<file path="src/rtl/deframe.sv">
// Frame decoder behind the UART receiver: SYNC, LEN, payload, CHECKSUM.
// Payload bytes are forwarded through a one-byte hold so the final byte can carry the checksum verdict.
module deframe #(
  parameter logic [7:0]  SYNC = 8'hA5,
  parameter int unsigned MAX  = 64
) (
  input  logic       clk,
  input  logic       rst,
  input  logic       stb,
  input  logic [7:0] dat,
  output logic       rdy,
  output logic       ostb,
  output logic [7:0] odat,
  output logic       olst,
  output logic       oerr,
  input  logic       ordy,
  output logic       drop
);

  typedef enum logic [1:0] {S_IDLE, S_LEN, S_DATA, S_SUM} state_t;

  localparam logic [7:0] MAX_B = 8'(MAX);

  state_t     state, state_nxt;
  logic [7:0] sum, cnt;
  logic [7:0] hold_p0;
  logic       vld_p0;
  logic       acc, out_free, move;
  logic [7:0] total;

  function automatic logic [7:0] add_mod(input logic [7:0] a, input logic [7:0] b);
    return a + b;
  endfunction

  always_ff @(posedge clk) begin
    if (rst) state <= S_IDLE;
    else     state <= state_nxt;
  end

  always_comb begin
    state_nxt = state;
    unique case (state)
      S_IDLE: if (acc && dat == SYNC) state_nxt = S_LEN;
      S_LEN:
        if (acc) begin
          if (dat > MAX_B)      state_nxt = S_IDLE;
          else if (dat == 8'd0) state_nxt = S_SUM;
          else                  state_nxt = S_DATA;
        end
      S_DATA: if (acc && cnt == 8'd1) state_nxt = S_SUM;
      S_SUM:  if (acc) state_nxt = S_IDLE;
      default: state_nxt = S_IDLE;
    endcase
  end

  // The hold can only shift into the output register when that register is empty or draining.
  always_comb begin
    out_free = !ostb || ordy;
    rdy      = !rst && (state == S_IDLE || state == S_LEN || !vld_p0 || out_free);
    acc      = stb && rdy;
    total    = add_mod(sum, dat);
    move     = acc && vld_p0 && (state == S_DATA || state == S_SUM);
  end

  always_ff @(posedge clk) begin
    if (rst) begin
      vld_p0 <= 1'b0;
      ostb   <= 1'b0;
      odat   <= 8'd0;
      olst   <= 1'b0;
      oerr   <= 1'b0;
      drop   <= 1'b0;
      sum    <= 8'd0;
      cnt    <= 8'd0;
    end else begin
      drop <= 1'b0;
      if (move) begin
        ostb <= 1'b1;
        odat <= hold_p0;
        olst <= (state == S_SUM);
        oerr <= (state == S_SUM) && (total != 8'd0);
      end else if (ordy) begin
        ostb <= 1'b0;
      end
      if (acc) begin
        unique case (state)
          S_LEN: begin
            sum  <= dat;
            cnt  <= dat;
            drop <= (dat > MAX_B);
          end
          S_DATA: begin
            sum    <= total;
            cnt    <= cnt - 8'd1;
            vld_p0 <= 1'b1;
          end
          // An empty hold here means LEN was zero: nothing to emit, only a bad sum is reported.
          S_SUM: begin
            sum    <= total;
            vld_p0 <= 1'b0;
            drop   <= !vld_p0 && (total != 8'd0);
          end
          default: ;
        endcase
      end
    end
  end

  // ---- stage p0: payload hold (data only) ----
  always_ff @(posedge clk) begin
    if (acc && state == S_DATA) hold_p0 <= dat;
  end

endmodule

</file>
<file path="config.mk">
export PLATFORM = sky130hd
export DESIGN_NAME = deframe
export DESIGN_NICKNAME = d
export VERILOG_FILES = /design/src/rtl/deframe.sv
export SDC_FILE = /design/constraint.sdc
export NUM_CORES = 1
export LEC_CHECK = 0
export ABC_CLOCK_PERIOD_IN_PS = 2140
export CORE_ASPECT_RATIO = 1.5
export CORE_MARGIN = 8
export CORE_UTILIZATION = 50
export DETAILED_ROUTE_END_ITERATION = 6
export PLACE_DENSITY = 0.83
export REMOVE_ABC_BUFFERS = 1
export SETUP_SLACK_MARGIN = 0.1
export SYNTH_ARGS = -nofsm -noshare
export SYNTH_HDL_FRONTEND = slang
export SYNTH_SLANG_ARGS = --single-unit
</file>
<file path="constraint.sdc">
create_clock -name clk -period 2.14 [get_ports clk]
set_input_delay 0.535 -clock clk [delete_from_list [all_inputs] [get_ports clk]]
set_output_delay 0.535 -clock clk [all_outputs]
set_load 0.1 [all_outputs]
</file>
Yosys cells after proc, flatten, opt, wreduce, memory -nomap -nowiden. Cells that the tools add are included. Widths: inputs -> output; s select.

Add/sub/neg operators: 2. Magnitude comparators: 1. Eq/ne operators: 9. Muxes and demuxes: 13. Bitwise gates (word level): 1. Reduce and logical (&&, ||, !) cells: 30.

Operator list (number): $pmux 8 s2 (2); $mux 2 (5); $logic_and 1x1->1 (9); $add 8x8->8 (1); $eq 8x1->1 const B (1); $eq 8x8->1 const B (1); $gt 8x7->1 const B (1); $logic_not 8->1 (1); $ne 2x2->1 const B (4); $pmux 2 s4 (1); $reduce_bool 2->1 (4); $reduce_bool 8->1 (1); $sub 8x1->8 const B (1); $reduce_and 2->1 (3); $logic_or 1x1->1 (5); $eq 2x2->1 const B (2); $pmux 1 s2 (2); $reduce_and 4->1 (1); $reduce_or 2->1 (2); $logic_not 1->1 (3); $mux 1 (3); $eq 2x1->1 const B (1); $logic_not 2->1 (1); $not 1->1 (1).

Register bits after elaboration: 39. Input bits: 12. Output and inout bits: 13.

Logic depth before layout (Yosys ltp).
Word-level depth: 9. Gate-level depth with buffers: 9. Depth with buffers taken out: 7.

Worst setup path before layout. No wires, ideal clock.

Kind: reg-to-output. From: register ostb. To: output rdy. Arrival time: 2.438 ns. Data required time: 1.605 ns. Path slack: -0.833 ns. Stages on the path, launching flop included: 3. Cell sequence: dfxtp_1 nor4b_1 a21oi_1.

Word-level cells in the longest chain between the ends: 4.

Ends and longest elaborated chain: from (decl) (RTL line 12) `output logic ostb,`; from (signal assigned) (RTL line 68) `ostb <= 1'b0;`; from (signal assigned) (RTL line 78) `ostb <= 1'b1;`; from (signal assigned) (RTL line 83) `ostb <= 1'b0;`; $logic_not 1->1 (RTL line 58) `out_free = !ostb || ordy;`; $logic_or 1x1->1 (RTL line 58); $logic_or 1x1->1 (RTL line 59) `rdy = !rst && (state == S_IDLE || state == S_LEN || !vld_p0 || out_free);`; $logic_and 1x1->1 (RTL line 59); to (decl) (RTL line 11) `output logic rdy,`.

No other way between the ends.

Worst setup path in the final report.
From: register sum[0]. To: register sum[6].

Word-level cells in the longest chain between the ends: 2.

Ends and longest elaborated chain: from (decl) (RTL line 25) `logic [7:0] sum, cnt;`; from (signal assigned) (RTL line 88) `sum <= dat;`; from (signal assigned) (RTL line 93) `sum <= total;`; from (signal assigned) (RTL line 99) `sum <= total;`; $add 8x8->8 (RTL line 32) `return a + b;`; $pmux 8 s2 (RTL line 86) `unique case (state)`.

No other way between the ends. A chain may end at the register's enable or synchronous reset.

==> impl_results.md <==
- Fin area: 3184 µm²
- Hold slack: 0.4550 ns
- Fin nets: 352
- Final Setup Violations: 0
- Seq cells post-synth: 39
- RD Place Congestion: 0.9095
- RSZ-0062 raised after global routing: yes
- Seq pwr share: 48.5%
- Lkg Pwr: 1.249 nW
- Full die area: 6662 µm²
- Fin crit share: 98.60%
- Synth top area cells: dfxtp_1 (29%), edfxtp_1 (11%), ha_1 (7.6%), nand2_1 (7.0%), a21oi_1 (5.9%)
- Sink Count: 39
- Dpl ws: -0.7757 ns
- PnR Total Power: 1.541 mW
- Num CTS Buffers: 5
- Clock Latency Late Sink: 0.30 ns
- Synth-to-Final Area Change: 49.09%
- Yosys top cell by area: dfxtp_1
- Core area: 4173 µm²
- DR vias: 2274
- Clock share of power: 40.5%
- Pint: 1.176 mW
- Min-delay worst type: flip-flop to flip-flop
- FFs w/ async S/R, synth: 0%
- CP startpoint kind: flip-flop
- DRC errors left: 0
- Combinational Power Share: 11.0%
- Share of cells above drive strength 1: 39.45%
- Starting Density: 51.18%
- Ports: 25
- Ant diodes: 0
- Total grt overflow: 0
- Yosys cell types: 49
- Worst endpoint required time: 2.36 ns
- Ys flop type: dfxtp_1
- Overall die height: 96.05 µm
- First-pass GRT wire length: 10210 µm
- Pwr Density: 484.0 nW/µm²
- Placed cell area: 2693 µm²
- Status: finished clean
- Worst Tran Pin Value: 0.4817 ns
- DIE WIDTH: 69.37 µm
- Aggregate global-route resource usage: 18.88%
- Port Buf Inserts: 24
- Post-Syn Area per Cell: 8.612 µm²
- Mapped Area: 2136 µm²
- H-tree depth: 2
- Drt wl/cell: 17.94 µm
- CTS tree: built
- Logic depth of the worst register-to-register path: 7
- Post-synth EDFFs: 8
- Max-cap violations: 0
- Switching part of the total power: 23.69%
- Crit Path Max Fanout: 3
- Critical path arrival: 2.33 ns
- Seq/Total Area, Yosys: 40.30%
- Core Rows: 29
- Minimum clock period: 2.110 ns
- # hold bufs at CTS: 0
- DR pass1 iterations: 5
- Final Hold Viols: 0
- Max frequency: 473.9 MHz
- Post-Synthesis Cells: 248
- Via density: 6.097
- Largest net degree at the start of global routing: 32
- Final HPWL DP: 4182 µm
- Crit path kind: flip-flop to flip-flop
- Setup ws final: 0.02988 ns
- Setup TNS: 0 ns
- Iteration-0 DRC Markers: 117
- Max-slew violation count: 0
- Top cell type's share of synthesized area: 29.06%
- Yosys warnings: 0
- Final antenna-violating net count: 0
- Clk root buf: clkbuf_8
- Setup crit end kind: flip-flop
- Cell count of the worst hold path: 2
- Routed wire length: 6692 µm
- Max VDD drop: 617.3 µV
- Rel. slew slack: 67.82%
- Vias in the first global route: 2226
- Final Skew: 0.006769 ns
- Initial antenna violation count: 0
- CTS max path bufs: 2
- Psw: 0.3651 mW
- Clock slew at reported path FFs: 0.08 ns
-- through the flow --
step | instances | utilization (%)
3_3_place_gp | 350 | 64.53
3_5_place_dp | 350 | 64.53
5_1_grt | 373 | 76.31
2_1_floorplan | 237 | -
4_1_cts | 365 | 72.62
6_report | 373 | 76.31
-- what timing repair did --
| item | CTS | global route |
|---|---|---|
| pin swaps | 22 | 20 |
| resized for setup | 62 | 20 |
| gates cloned | 0 | 2 |
| buffers inserted | 8 | 6 |
| setup endpoints to repair | 18 | 10 |
-- flip-flops by register name, indices dropped and copies added (netlist names), named ones only --
register  flops
sum           8
odat          8
oerr          1
ostb          1
state         1
drop          1
vld_p0        1
olst          1
cnt           8
hold_p0       8
-- Yosys cell counts, types with 5 or more instances --
library cell,count
nand2_1,40
dfxtp_1,31
a21oi_1,25
nor2_1,20
ha_1,13
o21ai_0,9
a211oi_1,8
clkbuf_1,8
edfxtp_1,8
inv_1,8
nor3_1,5
o211ai_1,5
-- path summary, 6_finish.rpt --
path           start      end  slack, ns
min reg2reg  odat[6]  odat[6]       0.46
min          odat[6]  odat[6]       0.46
max reg2reg   sum[0]   sum[6]       0.03
max           sum[0]   sum[6]       0.03
-- layer usage --
layer  GRT usage (%)  share of wire, %  vias up
met2           34.77                54      100
met1           18.36                36     1080
li1                -                 -     1064
met5               0                 0        -
met3           4.231               6.0       30
met4           13.72               4.0        0
-- cells by family (layout without fill, tap and decap cells) --
kind of cell	after synthesis	after routing	synth area share (%)
AOI/OAI and AO/OA	71	71	22.09
xor gates and xnor gates	3	3	1.230
DFF	39	39	40.30
buffers and inverters	20	99	4.218
adders and majority gates	14	14	8.553
and+or+nand+nor	97	97	21.62
muxes	4	4	1.992
-- layout by cell type, fill, tap and decap left out, drive strengths merged, types with 3 or more instances in the layout --
cell	instances
a311oi	4
dlygate4sd2	3
clkbuf	6
nand2	40
inv	9
nor4	3
o211ai	5
nor2	20
nor2b	4
xor2	3
buf	74
a21oi	26
edfxtp	8
nor3	5
clkdlybuf4s50	3
and3	3
a211oi	8
and2	4
o21ai	9
dfxtp	31
nand2b	4
ha	13
a31o	4
-- critical path, cell delays in order (launching register included) --
cell and delay (ns):
dfxtp_2 0.34, ha_4 0.16, fa_2 0.37, a211o_1 0.31, and3_4 0.22, o311ai_4 0.24, nand2_1 0.12, a311oi_2 0.26
-- power groups by stage --
stage | clock network (mW) | registers, mW | logic, mW
finish | 0.624 | 0.747 | 0.170
global placement | 0 | 0.766 | 0.134
global route | 0.658 | 0.747 | 0.182
detailed placement | 0 | 0.766 | 0.136
floorplan | 0 | 0.766 | 0.0493
CTS | 0.630 | 0.747 | 0.152
-- area by class of cell --
class,count,area (µm²)
Multi-Input combinational cell,189,1434
Fill cell,284,988.4
Sequential cell,39,867.1
Timing Repair Buffer,82,675.6
Clock buffer,5,68.82
Tap cell,46,57.56
Clock inverter,3,42.54
Inverter,9,38.79
Power figures use the tool's default switching activity.
